[src/rtl/apb_regbank.sv]
// APB3 slave register bank: N_WR read/write registers, N_RD read-only inputs,
// configurable wait states, PSLVERR decode, per-register write strobes, error counter.

module apb_regbank_reg #(
    parameter int DWIDTH = 8
) (
    input  logic              clk_i,
    input  logic              rst_ni,
    input  logic              we_i,
    input  logic [DWIDTH-1:0] d_i,
    output logic [DWIDTH-1:0] q_o,
    output logic              stb_o
);
    logic [DWIDTH-1:0] reg_q;
    logic              stb_q;

    always_ff @(posedge clk_i or negedge rst_ni) begin
        if (!rst_ni) begin
            reg_q <= '0;
            stb_q <= 1'b0;
        end else begin
            stb_q <= we_i;
            if (we_i) reg_q <= d_i;
        end
    end

    assign q_o   = reg_q;
    assign stb_o = stb_q;
endmodule

module apb_regbank #(
    parameter int AWIDTH      = 4,
    parameter int DWIDTH      = 8,
    parameter int N_WR        = 5,
    parameter int N_RD        = 3,
    parameter int WAIT_CYCLES = 0
) (
    input  logic                   PCLK,
    input  logic                   PRESETn,
    input  logic                   PSEL,
    input  logic                   PENABLE,
    input  logic                   PWRITE,
    input  logic [AWIDTH-1:0]      PADDR,
    input  logic [DWIDTH-1:0]      PWDATA,
    output logic [DWIDTH-1:0]      PRDATA,
    output logic                   PREADY,
    output logic                   PSLVERR,
    input  logic [N_RD*DWIDTH-1:0] regr_in,
    output logic [N_WR*DWIDTH-1:0] regw_out,
    output logic [N_WR-1:0]        regw_stb,
    output logic [7:0]             err_cnt
);
    if (N_WR < 1 || N_WR > 2**AWIDTH - 1) begin : g_bad_nwr
        $error("apb_regbank: N_WR out of range");
    end
    if (N_RD < 1 || N_WR + N_RD > 2**AWIDTH) begin : g_bad_nrd
        $error("apb_regbank: N_WR+N_RD exceeds address space");
    end
    if (WAIT_CYCLES < 0 || WAIT_CYCLES > 15) begin : g_bad_wait
        $error("apb_regbank: WAIT_CYCLES out of range");
    end

    typedef enum logic {IDLE, ACCESS} state_e;

    localparam logic [3:0]      WAIT_L = 4'(WAIT_CYCLES);
    localparam logic [AWIDTH:0] RW_END = (AWIDTH+1)'(N_WR);
    localparam logic [AWIDTH:0] RO_END = (AWIDTH+1)'(N_WR + N_RD);

    state_e                         state_q;
    logic [AWIDTH-1:0]              addr_q;
    logic                           wr_q;
    logic [DWIDTH-1:0]              wdata_q;
    logic [3:0]                     cnt_q;
    logic [7:0]                     err_q, err_d;
    logic [N_WR-1:0][DWIDTH-1:0]    reg_q;
    logic [N_WR-1:0]                we;

    logic [AWIDTH:0]   addr_x;
    logic              rw_hit, ro_hit, ready, slverr;
    logic [DWIDTH-1:0] rd_val;

    assign addr_x = {1'b0, addr_q};
    assign rw_hit = addr_x < RW_END;
    assign ro_hit = !rw_hit && (addr_x < RO_END);
    assign ready  = (state_q == ACCESS) && PSEL && PENABLE && (cnt_q == 4'd0);
    assign slverr = ready && (wr_q ? !rw_hit : !(rw_hit || ro_hit));

    // Read mux works off the captured address; read-only inputs are live here.
    always_comb begin
        rd_val = '0;
        for (int k = 0; k < N_WR; k++)
            if (addr_x == (AWIDTH+1)'(k)) rd_val = reg_q[k];
        for (int k = 0; k < N_RD; k++)
            if (addr_x == (AWIDTH+1)'(N_WR + k)) rd_val = regr_in[k*DWIDTH +: DWIDTH];
    end

    assign PREADY  = ready;
    assign PSLVERR = slverr;
    assign PRDATA  = (ready && !wr_q && !slverr) ? rd_val : '0;

    always_ff @(posedge PCLK or negedge PRESETn) begin
        if (!PRESETn) begin
            state_q <= IDLE;
            addr_q  <= '0;
            wr_q    <= 1'b0;
            wdata_q <= '0;
            cnt_q   <= '0;
        end else begin
            case (state_q)
                IDLE: begin
                    // PSEL&PENABLE without a preceding setup is ignored here.
                    if (PSEL && !PENABLE) begin
                        addr_q  <= PADDR;
                        wr_q    <= PWRITE;
                        wdata_q <= PWDATA;
                        cnt_q   <= WAIT_L;
                        state_q <= ACCESS;
                    end
                end
                ACCESS: begin
                    if (!PSEL) begin
                        state_q <= IDLE;
                    end else if (PENABLE) begin
                        if (cnt_q != 4'd0) cnt_q <= cnt_q - 4'd1;
                        else               state_q <= IDLE;
                    end
                end
                default: state_q <= IDLE;
            endcase
        end
    end

    assign err_d = (slverr && err_q != 8'hFF) ? err_q + 8'd1 : err_q;

    always_ff @(posedge PCLK or negedge PRESETn) begin
        if (!PRESETn) err_q <= '0;
        else          err_q <= err_d;
    end

    for (genvar k = 0; k < N_WR; k++) begin : g_reg
        assign we[k] = ready && wr_q && (addr_x == (AWIDTH+1)'(k));
        apb_regbank_reg #(.DWIDTH(DWIDTH)) u_reg (
            .clk_i  (PCLK),
            .rst_ni (PRESETn),
            .we_i   (we[k]),
            .d_i    (wdata_q),
            .q_o    (reg_q[k]),
            .stb_o  (regw_stb[k])
        );
    end

    assign regw_out = reg_q;
    assign err_cnt  = err_q;
endmodule
[config.mk]
export PLATFORM = sky130hd
export DESIGN_NAME = apb_regbank
export DESIGN_NICKNAME = d
export VERILOG_FILES = /design/src/rtl/apb_regbank.sv
export SDC_FILE = /design/constraint.sdc
export NUM_CORES = 1
export LEC_CHECK = 0
export CAP_MARGIN = 20
export CORE_MARGIN = 8
export CORE_UTILIZATION = 30
export CTS_CLUSTER_SIZE = 30
export DETAILED_ROUTE_END_ITERATION = 10
export PLACE_DENSITY = 0.57
export SKIP_LAST_GASP = 1
export SYNTH_ARGS = -nofsm -noshare
export SYNTH_HDL_FRONTEND = slang
export SYNTH_SLANG_ARGS = --single-unit
[constraint.sdc]
create_clock -name PCLK -period 2.65 [get_ports PCLK]
set_input_delay 0.6625 -clock PCLK [delete_from_list [all_inputs] [get_ports PCLK]]
set_output_delay 0.6625 -clock PCLK [all_outputs]
set_load 0.03 [all_outputs]
==> metrics <==
result of the run=finished with violations; violations in the final reports=negative setup slack; total routed wirelength=11.95 mm; CTS Hold Buffers Added=0; number of vias after detailed routing=3074; power share of the clock group=28.7%; share of the synthesized area in the top cell type=47.43%; number of antenna violations at the first check in global routing=0; critical path class=flip-flop to primary output; Syn Inst Count=320; violation count after the first detailed-route iteration=165; I/O pins=104; hold violation count in the final report=0; data arrival time of the worst path=2040 ps; global-route total usage across every layer=15.16%; Remaining Overflow, GRT=0; Seq/Total Area, Yosys=47.43%; chip width=127.7 um; Gate power share=37.2%; layout overhead on the synthesized area=50.84%; clock input transition at the sequential cells of the worst setup and hold paths=60 ps; worst rel slew slack=54.78%; full die area=16320 um2; clock tree from TritonCTS=built; total inserted antenna cells=0; DPL Wire Length=8.678 mm; placer congestion estimate=0.8255; starting utilization of the core area=30.18%; kind of end point of the critical path=primary output; IO Port Bufs=103; most common cell in the netlist=dfrtp_1; proportion of total power due to net switching=34.64%; Netlist cell types=49; mean instance size in the synthesized netlist=11.71 um2; RSZ-0062 raised after global routing=yes; Clock Latency Late Sink=340 ps; number of enable-type register cells in the synthesized netlist=0; number of antenna-violating nets in the routed design=0; average detailed-routed wire length per instance=18.91 um; fraction of the core area covered by cells at the end of the flow=45.52%; # Max-Cap Violations=0; most common flop cell mapped by yosys=dfrtp_1; number of register bits inferred by synthesis=71; timing-limited maximum frequency=0.3705 GHz; HP Class=input port to asynchronous set/reset pin; cell chosen for the clock root=clkbuf_16; fraction of layout cells with a size suffix above 1=31.52%; total count of max-transition violations in the final report=0; row count=41; setup-violating endpoint count in the final report=7; drt pass-1 iters=6; FFs w/ async S/R, synth=100.0%; area of the placeable core=12410 um2; number of buffers between clock root and the deepest sink=2; Post-route DRC=0; number of global-route vias before repair=3300; Worst Path Max Fanout=6; Cell Pwr Density=760.0 nW/um2; Static Leak=2.533 nW; routed vias/inst=4.864; final critical delay including setup and external delays=2699 ps; netlist area before placement=3746 um2; fill cell count=1222; pin count of the biggest net entering global routing=28; Max VDD drop=431.0 uV; startpoint types=flip-flop; Worst Clk Skew=5.129 ps; ranking of synthesized cells by area=dfrtp_1, mux2_2, mux2i_1; count of yosys warnings during synthesis=0; Storage cell area=1779 um2; largest area contributor in the netlist=dfrtp_1; Power Total=4.294 mW; Worst Setup Slack, final=-49.15 ps; required time at the worst-slack endpoint=1990 ps; leading post-synthesis cells by instance count=dfrtp_1, mux2_2, mux2i_1; CTS H-Tree Depth=3; actual slew at the worst max-slew pin=678.3 ps; wire length of the first global-routing pass=18.92 mm; die height=127.7 um; switching power=1.487 mW; multi-input logic area=1917 um2; crit share post-route=101.9%; Synthesized Nets=363; Final #Nets=498; relative contribution of sequential cells to total power=34.1%; number of buffers inserted during clock tree synthesis=9; internal power consumption=2.807 mW; number of clock sinks=71
registers in the layout, summed over array words and instances, names as in the netlist:
signal and cells:
g.u_reg.q_o 40, err_cnt 8, wdata_q 8, g.u_reg.stb_o 5
addr_q 4, cnt_q 4, state_q 1, wr_q 1
layout make-up:
class	instances	share of cell area (%)
Multi-Input combinational cell	220	33.92
Sequential cell	71	31.49
Timing Repair Buffer	145	24.96
Clock buffer	11	4.296
Tap cell	172	3.809
Clock inverter	5	0.9965
Inverter	8	0.5314
worst paths after layout:
kind	start	to	slack (ps)	cells after the start
min in group PCLK	err_cnt[6]	err_cnt[6]	500	1
worst max-delay path	cnt_q[1]	PRDATA[5]	-50	8
worst max register to register	cnt_q[1]	g_reg[0].u_reg.q_o[7]	510	8
max in group asynchronous	PRESETn	g_reg[2].u_reg.q_o[2]	1650	2
worst min-delay path	PRESETn	g_reg[1].u_reg.q_o[7]	360	1
worst min register to register	err_cnt[6]	err_cnt[6]	500	1
routing by layer:
| metal | up-vias | track usage (%) | share of wire [%] | wire, um |
|---|---|---|---|---|
| met2 | 59 | 25.30 | 50 | 5978 |
| met4 | 0 | 6.154 | 2.2 | 261 |
| met5 | - | 0 | 0 | 0 |
| met1 | 1544 | 18.10 | 43 | 5159 |
| met3 | 20 | 4.077 | 4.6 | 553 |
| li1 | 1451 | - | - | - |
kinds of logic after synthesis:
kind of cell	Yosys count	synth area share (%)
and+or+nand+nor	87	16.17
muxes	72	20.94
DFF	71	47.43
AOI/OAI and AO/OA	53	9.652
buffers and inverters	29	3.741
xor gates and xnor gates	6	1.403
adders and majority gates	2	0.6679
through the flow:
| step | setup TNS, ps | cell area (um2) | hold WS [ps] | worst slack, ps | cells |
|---|---|---|---|---|---|
| after floorplan | -886.0 | 3746 | 366.9 | -205.3 | 320 |
| after global placement | -3153 | 5094 | 491.3 | -436.8 | 601 |
| after detailed placement | -3442 | 5094 | 496.2 | -518.9 | 601 |
| after CTS | -111.1 | 5564 | 382.6 | -31.39 | 627 |
| after global routing | -1147 | 5650 | 405.4 | -160.3 | 632 |
| final | -196.6 | 5650 | 362.2 | -49.15 | 632 |
timing repair:
action                                  in CTS  in global routing
resized for setup                           30                 12
endpoints found under the setup margin       9                  8
pin swaps                                   11                  4
setup buffers                               11                  5
placed cells by master, fill, tap and decap left out, drive strengths merged, types with 2 or more instances in the layout:
cell / count
nand4: 7
mux2: 51
o211ai: 3
dfrtp: 71
a21oi: 5
xor2: 6
o21ai: 17
a31oi: 2
nor2b: 5
dlygate4sd2: 2
or3b: 2
clkinv: 2
clkbuf: 11
o22ai: 3
inv: 9
nand2b: 5
o311ai: 6
or3: 2
o21a: 6
and2: 3
nor2: 22
nor3: 3
clkdlybuf4s50: 90
ha: 2
a22o: 3
nand3b: 2
nand3: 7
nor4: 4
mux2i: 21
nor3b: 6
nand4b: 2
o31ai: 3
buf: 53
nand2: 14
critical path: stages (launching register included):
cell      delay [ps]
dfrtp_1          400
inv_2             90
ha_4             160
nand4b_4         130
nor4_4           340
buf_6            180
o311ai_2          90
o21ai_1          110
buf_4            190
power by group through the flow:
stage / combinational (mW) / clock [mW] / sequential, mW
finish: 1.60 / 1.23 / 1.47
global route: 1.71 / 1.30 / 1.50
CTS: 1.52 / 1.26 / 1.47
detailed placement: 1.39 / 0 / 1.48
global placement: 1.37 / 0 / 1.48
floorplan: 0.643 / 0 / 1.63
(Power assumes the default switching activity.)
